==> src/rtl/box_overlay.sv <==
// box_overlay: up to N_BOX framed boxes drawn over the pixel scan.
// Shadow config regs commit once per frame; optional bounce motion.
//
// Ports:
//   clk, reset      pixel clock, async active-low reset
//   Xpos, Ypos      current scan position from the timing generator
//   cfg_we/idx/addr/data  shadow register write port
//   frame_tick      one-cycle pulse on the commit cycle
//   red/green/blue  pixel colour, 2 cycles after Xpos/Ypos are sampled
module box_overlay #(
    parameter int          N_BOX  = 4,
    parameter int          X_W    = 11,
    parameter int          Y_W    = 10,
    parameter int          X_LIM  = 1055,
    parameter int          Y_LIM  = 524,
    parameter int          H_ACT  = 800,
    parameter int          V_ACT  = 480,
    parameter logic [23:0] BG_RGB = 24'h000000,
    localparam int         IW     = (N_BOX > 1) ? $clog2(N_BOX) : 1
) (
    input  logic           clk,
    input  logic           reset,
    input  logic [X_W-1:0] Xpos,
    input  logic [Y_W-1:0] Ypos,
    input  logic           cfg_we,
    input  logic [IW-1:0]  cfg_idx,
    input  logic [2:0]     cfg_addr,
    input  logic [23:0]    cfg_data,
    output logic           frame_tick,
    output logic [7:0]     red,
    output logic [7:0]     green,
    output logic [7:0]     blue
);

    localparam int CW = ((X_W > Y_W) ? X_W : Y_W) + 2;

    localparam logic [CW-1:0]  HA = CW'(H_ACT);
    localparam logic [CW-1:0]  VA = CW'(V_ACT);
    localparam logic [X_W-1:0] XL = X_W'(X_LIM);
    localparam logic [Y_W-1:0] YL = Y_W'(Y_LIM);

    typedef struct packed {
        logic [X_W-1:0] x;
        logic [Y_W-1:0] y;
        logic [Y_W-1:0] size;
        logic [7:0]     border;
        logic [23:0]    outer;
        logic [23:0]    inner;
        logic           en;
        logic           mv;
        logic [3:0]     dx;
        logic [3:0]     dy;
    } box_t;

    localparam box_t BOX_RST = '{
        x:      '0,
        y:      '0,
        size:   Y_W'(100),
        border: 8'd10,
        outer:  24'h0000FF,
        inner:  24'hDEDE00,
        en:     1'b0,
        mv:     1'b0,
        dx:     4'd0,
        dy:     4'd0
    };

    box_t shd_q [N_BOX];
    box_t shd_d [N_BOX];
    box_t act_q [N_BOX];
    box_t bnc   [N_BOX];

    logic             commit_q;
    logic [X_W-1:0]   px_q;
    logic [Y_W-1:0]   py_q;
    logic [N_BOX-1:0] ohit, ihit;
    logic [N_BOX-1:0] ohit_q, ihit_q;
    logic [23:0]      pix;
    logic [23:0]      rgb_q;

    // p + d with d a signed 4-bit step; a negative sum shows up as
    // the MSB set because CW leaves two bits of headroom over p.
    function automatic logic [CW-1:0] bpos(
        input logic [CW-1:0] p,
        input logic [CW-1:0] sz,
        input logic [3:0]    d,
        input logic [CW-1:0] lim
    );
        logic [CW-1:0] np;
        np = p + {{(CW-4){d[3]}}, d};
        if (sz > lim)
            bpos = '0;
        else if (np[CW-1])
            bpos = '0;
        else if (np + sz > lim)
            bpos = lim - sz;
        else
            bpos = np;
    endfunction

    function automatic logic [3:0] bdir(
        input logic [CW-1:0] p,
        input logic [CW-1:0] sz,
        input logic [3:0]    d,
        input logic [CW-1:0] lim
    );
        logic [CW-1:0] np;
        np = p + {{(CW-4){d[3]}}, d};
        if (sz > lim)
            bdir = d;
        else if (np[CW-1] || (np + sz > lim))
            bdir = ~d + 4'd1;
        else
            bdir = d;
    endfunction

    // Values loaded into active (and written back to shadow) at commit.
    always_comb begin
        for (int i = 0; i < N_BOX; i++) begin
            bnc[i] = shd_q[i];
            if (shd_q[i].mv) begin
                bnc[i].x  = X_W'(bpos(CW'(shd_q[i].x),
                    CW'(shd_q[i].size), shd_q[i].dx, HA));
                bnc[i].dx = bdir(CW'(shd_q[i].x),
                    CW'(shd_q[i].size), shd_q[i].dx, HA);
                bnc[i].y  = Y_W'(bpos(CW'(shd_q[i].y),
                    CW'(shd_q[i].size), shd_q[i].dy, VA));
                bnc[i].dy = bdir(CW'(shd_q[i].y),
                    CW'(shd_q[i].size), shd_q[i].dy, VA);
            end
        end
    end

    // A cfg write lands after the bounce update so it wins in shadow.
    always_comb begin
        for (int i = 0; i < N_BOX; i++) begin
            shd_d[i] = commit_q ? bnc[i] : shd_q[i];
            if (cfg_we && (cfg_idx == IW'(i))) begin
                case (cfg_addr)
                    3'd0: shd_d[i].x      = cfg_data[X_W-1:0];
                    3'd1: shd_d[i].y      = cfg_data[Y_W-1:0];
                    3'd2: shd_d[i].size   = cfg_data[Y_W-1:0];
                    3'd3: shd_d[i].border = cfg_data[7:0];
                    3'd4: shd_d[i].outer  = cfg_data;
                    3'd5: shd_d[i].inner  = cfg_data;
                    3'd6: begin
                        shd_d[i].en = cfg_data[0];
                        shd_d[i].mv = cfg_data[1];
                        shd_d[i].dx = cfg_data[7:4];
                        shd_d[i].dy = cfg_data[11:8];
                    end
                    default: ;
                endcase
            end
        end
    end

    // Hit test on the registered scan position, no wrap-around.
    always_comb begin
        logic [CW-1:0] xs, xe, ys, ye, bw, px, py;
        logic          solid;
        ohit  = '0;
        ihit  = '0;
        xs    = '0;
        xe    = '0;
        ys    = '0;
        ye    = '0;
        bw    = '0;
        solid = 1'b0;
        px    = CW'(px_q);
        py    = CW'(py_q);
        for (int i = 0; i < N_BOX; i++) begin
            xs    = CW'(act_q[i].x);
            ys    = CW'(act_q[i].y);
            xe    = xs + CW'(act_q[i].size);
            ye    = ys + CW'(act_q[i].size);
            bw    = CW'(act_q[i].border);
            solid = (bw + bw) >= CW'(act_q[i].size);
            ohit[i] = act_q[i].en && (act_q[i].size != '0)
                && (px >= xs) && (px < xe)
                && (py >= ys) && (py < ye);
            ihit[i] = ohit[i] && !solid
                && (px >= xs + bw) && (px < xe - bw)
                && (py >= ys + bw) && (py < ye - bw);
        end
    end

    // Lowest index wins: scan downwards so it is assigned last.
    always_comb begin
        pix = BG_RGB;
        for (int i = N_BOX - 1; i >= 0; i--) begin
            if (ohit_q[i])
                pix = ihit_q[i] ? act_q[i].inner : act_q[i].outer;
        end
    end

    always_ff @(posedge clk or negedge reset) begin
        if (!reset) begin
            for (int i = 0; i < N_BOX; i++) begin
                shd_q[i] <= BOX_RST;
                act_q[i] <= BOX_RST;
            end
            commit_q   <= 1'b0;
            frame_tick <= 1'b0;
            px_q       <= '0;
            py_q       <= '0;
            ohit_q     <= '0;
            ihit_q     <= '0;
            rgb_q      <= '0;
        end else begin
            for (int i = 0; i < N_BOX; i++) begin
                shd_q[i] <= shd_d[i];
                if (commit_q)
                    act_q[i] <= bnc[i];
            end
            commit_q   <= (Xpos == XL) && (Ypos == YL);
            frame_tick <= commit_q;
            px_q       <= Xpos;
            py_q       <= Ypos;
            ohit_q     <= ohit;
            ihit_q     <= ihit;
            rgb_q      <= pix;
        end
    end

    assign red   = rgb_q[23:16];
    assign green = rgb_q[15:8];
    assign blue  = rgb_q[7:0];

endmodule
==> config.mk <==
export PLATFORM = sky130hd
export DESIGN_NAME = box_overlay
export DESIGN_NICKNAME = d
export VERILOG_FILES = /design/src/rtl/box_overlay.sv
export SDC_FILE = /design/constraint.sdc
export NUM_CORES = 2
export LEC_CHECK = 0
export ABC_AREA = 1
export CORE_MARGIN = 4
export CORE_UTILIZATION = 60
export CTS_CLUSTER_DIAMETER = 80
export DETAILED_ROUTE_END_ITERATION = 10
export PLACE_DENSITY = 0.77
export SLEW_MARGIN = 20
export SYNTH_ARGS = -nofsm -noshare
export SYNTH_HDL_FRONTEND = slang
export SYNTH_SLANG_ARGS = --single-unit
==> constraint.sdc <==
create_clock -name clk -period 9.3 [get_ports clk]
set_clock_uncertainty 0.2 [all_clocks]
set_input_delay 1.86 -clock clk [delete_from_list [all_inputs] [get_ports clk]]
set_output_delay 1.86 -clock clk [all_outputs]
set_load 0.01 [all_outputs]
==> metrics.cfg <==
[floorplanning]
rows = 117
dieArea_sq_mm = 0.1075
io-pin-count = 78
coreArea_sq_mm = 0.1017
die_y_um = 327.9
initial_core_util_pct = 60.36
die_x_um = 327.9

[cells_and_area]
regArea_sq_mm = 0.02016
multi_input_area_sq_mm = 0.03638
fin_nets = 9142
synthToLayoutAreaGrowth_pct = 8.429
drive_above_1_share_pct = 6.633
nFillCells = 8760

[min_path]
hold_depth = 2
hold_class = flip-flop to flip-flop
worst_hold_startpoint = act_q[227]

[clocking]
post_cts_buffers = 0
cts.hold.buffers_added = 0
cts-root-buf = clkbuf_16
cts_resized = 0
cts_tree = yes
clk_latency_ns = 0.67
clock_path_buffers = 3
cts_buffers = 90
htreeDepth = 3
path_clk_slew_ns = 0.06
clock-sinks = 795

[worst_setup_path]
critPathMaxStageDelay_ns = 0.70
crit_chain = ha_1, a21oi_1, o21ai_0, a21oi_1, o21ai_0, xnor2_1, inv_1, ha_1, nand2_1, nor2_1, nand2_1, nor2_1, nand3b_1, inv_1, o21ai_1, nand2_2, nand2_1, nand3_1, nand2_1, nand2_1, a21oi_1
worstSetupPathType = flip-flop to flip-flop
r2r_slack_ns = 4.41
cp.depth = 21
cp-startpoint = shd_q[197]
crit_top_cell = nand2_1
worst-path-buf-inv = 2
crit_slowest_cell = dfrtp_1
worstSetupStartpointType = flip-flop
arrival_ns = 5.24
critPathMaxFanout = 13
timing.rr.start = shd_q[197]
reg2regPathDepth = 21
crit_family = compound AO/OA/AOI/OAI gates
cp-end-kind = flip-flop
worstPathRequired_ns = 9.65

[timing]
finalMaxSlewViolations = 0
clock.fmax_mhz = 204.7
rsz0062_at_grt = false
timing.final.ws_setup_ns = 4.414
relSlewSlack_pct = 32.07
fin_crit_ns = 4.886
period_share_pct = 52.54
hold_violations = 0
tightest_slew_ns = 1.018
finalSetupViolCount = 0
setup_tns_ns = 0

[yosys]
synth_area_leaders = dfrtp_1, ha_1, nand2_1, dfstp_2, inv_1
synth_top_area_share_pct = 24.25
netlist_instances = 8284
yosysTopAreaCell = dfrtp_1
synth.avg_cell_area_sq_um = 7.413
yosysUniqueCellTypes = 65
synth_warnings = 0
yosysSeqAreaShare_pct = 32.80
ys_seq_elements = 795
syn_nets = 9137
synth_area_sq_mm = 0.06141

[global_route]
top_usage_layer = met2
grt_overflow = 0
grt_max_degree = 194
gr-usage-met1_pct = 46.86
grt_use_total_pct = 34.05
grt_pass1_vias = 53640
grt_use_met3_pct = 5.564
grt_pass1_wl_um = 292100
grt.met2_usage_pct = 53.45
antenna_found_initial = 12

[place]
dp_hpwl_um = 134000
gp_congestion = 0.9784
portBuffers = 77
detailedPlace.worstSlack_ns = 4.108

[pwr]
finalPower_w = 0.01414
p_leak_nw = 32.83
vdd_drop_max_mv = 0.2006
power_density_mw_per_mm2 = 212.3

[run_status]
run_status = complete, no violations

[drt]
wl_per_cell_um = 19.12
first_pass_iters = 6
antenna_left = 0
totalWireLength_um = 186300
route.detailed.drc = 0
viasPerCell = 5.838
drtIter0Drc = 5518
vias = 56860

[job]
max-cap-violations = 0

[area by class of cell]
class	count	share of cell area (%)
Clock buffer	129	3.905
Sequential cell	795	30.27
Timing Repair Buffer	150	2.101
Antenna cell	5	0.01879
Tap cell	1368	2.571
Clock inverter	41	0.7178
Multi-Input combinational cell	6228	54.64
Inverter	1024	5.780
[cell families (layout without fill, tap and decap cells)]
kind of cell             count (synthesis)  count (layout)  synth area share (%)
AO/OA/AOI/OAI                         1623            1623                 14.46
XOR/XNOR                               299             299                 4.301
adder cells (fa/ha/maj)                800             800                 16.79
buffers and inverters                 1261            1344                 8.015
flip-flops                             795             795                 32.80
multiplexers                             9               9                0.1650
other                                    0               5                     0
AND/OR/NAND/NOR                       3497            3497                 23.47
[cells in the mapped netlist, drive strengths merged]
cell            n
a31oi          31
a211oi         22
nand2b          1
xor2          218
nand3         469
o211ai         89
nand4          86
or2            10
o31ai           1
mux2            9
nor2          464
nor4           17
o221ai          4
dfstp         200
dlygate4sd3     3
fa             40
a211o           1
xnor2          81
a31o            6
nand2        2350
a41oi           2
inv          1014
ha            760
clkinv         10
and2            5
o311ai          3
buf            54
clkbuf        176
a21oi         677
nand3b         31
a21o           30
o21a            8
o21ai         671
dfrtp         595
or3             3
o21bai         42
a21boi         13
dlygate4sd1     4
nor3           60
o22ai          16
and3            1
a22oi           2
o2111ai         4
o22a            1
[state kept, by name, summed over array words and instances, names as in the netlist]
signal,count
act_q,352
bnc,272
commit_q,1
frame_tick,1
ihit_q,4
ohit_q,4
px_q,11
py_q,10
rgb_q,24
shd_q,116
[routing by layer]
metal,vias up,routed length [um]
met5,-,68
met4,10,9150
met3,503,16200
met2,2343,81690
met1,26760,79160
li1,27240,-
[worst paths after layout]
check | to
setup / recovery | shd_q[272]
min in group asynchronous | shd_q[271]
hold reg to reg | act_q[227]
max in group asynchronous | act_q[18]
hold / removal | act_q[227]
setup reg to reg | shd_q[272]
[metrics by stage]
stage / hold slack [ns] / cells / instance area (sq um) / util, %
final: 0.2621 / 9740 / 66590 / 65.45
after detailed placement: 0.2529 / 9565 / 63480 / 62.39
after floorplan: 0.1487 / 8284 / 61410 / -
after global routing: 0.2750 / 9737 / 66580 / 65.44
after CTS: 0.2554 / 9735 / 66560 / 65.42
after global placement: 0.2510 / 9565 / 63480 / 62.39
[worst register-to-register path, cell delays in order (launching register included)]
cell and delay [ns]:
dfrtp_1 0.70, ha_1 0.39, a21oi_1 0.21, o21ai_0 0.11, a21oi_1 0.21, o21ai_0 0.17, xnor2_1 0.25, inv_1 0.07
ha_1 0.37, nand2_1 0.09, nor2_1 0.16, nand2_1 0.07, nor2_1 0.11, nand3b_1 0.16, inv_1 0.07, o21ai_1 0.57
nand2_2 0.26, nand2_1 0.13, nand3_1 0.10, nand2_1 0.11, nand2_1 0.08, a21oi_1 0.17
[where the power goes]
part | internal (W) | switching [W]
Sequential | 0.00384 | 0.000377
Combinational | 0.00219 | 0.00409
Clock | 0.00207 | 0.00158
Total | 0.00810 | 0.00604
[layout by cell type, fill, tap and decap left out, drive strengths merged, types with 5 or more instances in the layout]
| cell | count |
|---|---|
| a211oi | 22 |
| a21boi | 13 |
| a21o | 30 |
| a21oi | 677 |
| a31o | 6 |
| a31oi | 31 |
| and2 | 5 |
| buf | 74 |
| clkbuf | 129 |
| clkdlybuf4s50 | 76 |
| clkinv | 39 |
| dfrtp | 595 |
| dfstp | 200 |
| diode | 5 |
| fa | 40 |
| ha | 760 |
| inv | 1020 |
| mux2 | 9 |
| nand2 | 2350 |
| nand3 | 469 |
| nand3b | 31 |
| nand4 | 86 |
| nor2 | 464 |
| nor3 | 60 |
| nor4 | 17 |
| o211ai | 89 |
| o21a | 8 |
| o21ai | 671 |
| o21bai | 42 |
| o22ai | 16 |
| or2 | 10 |
| xnor2 | 81 |
| xor2 | 218 |
(Power assumes the default switching activity.)
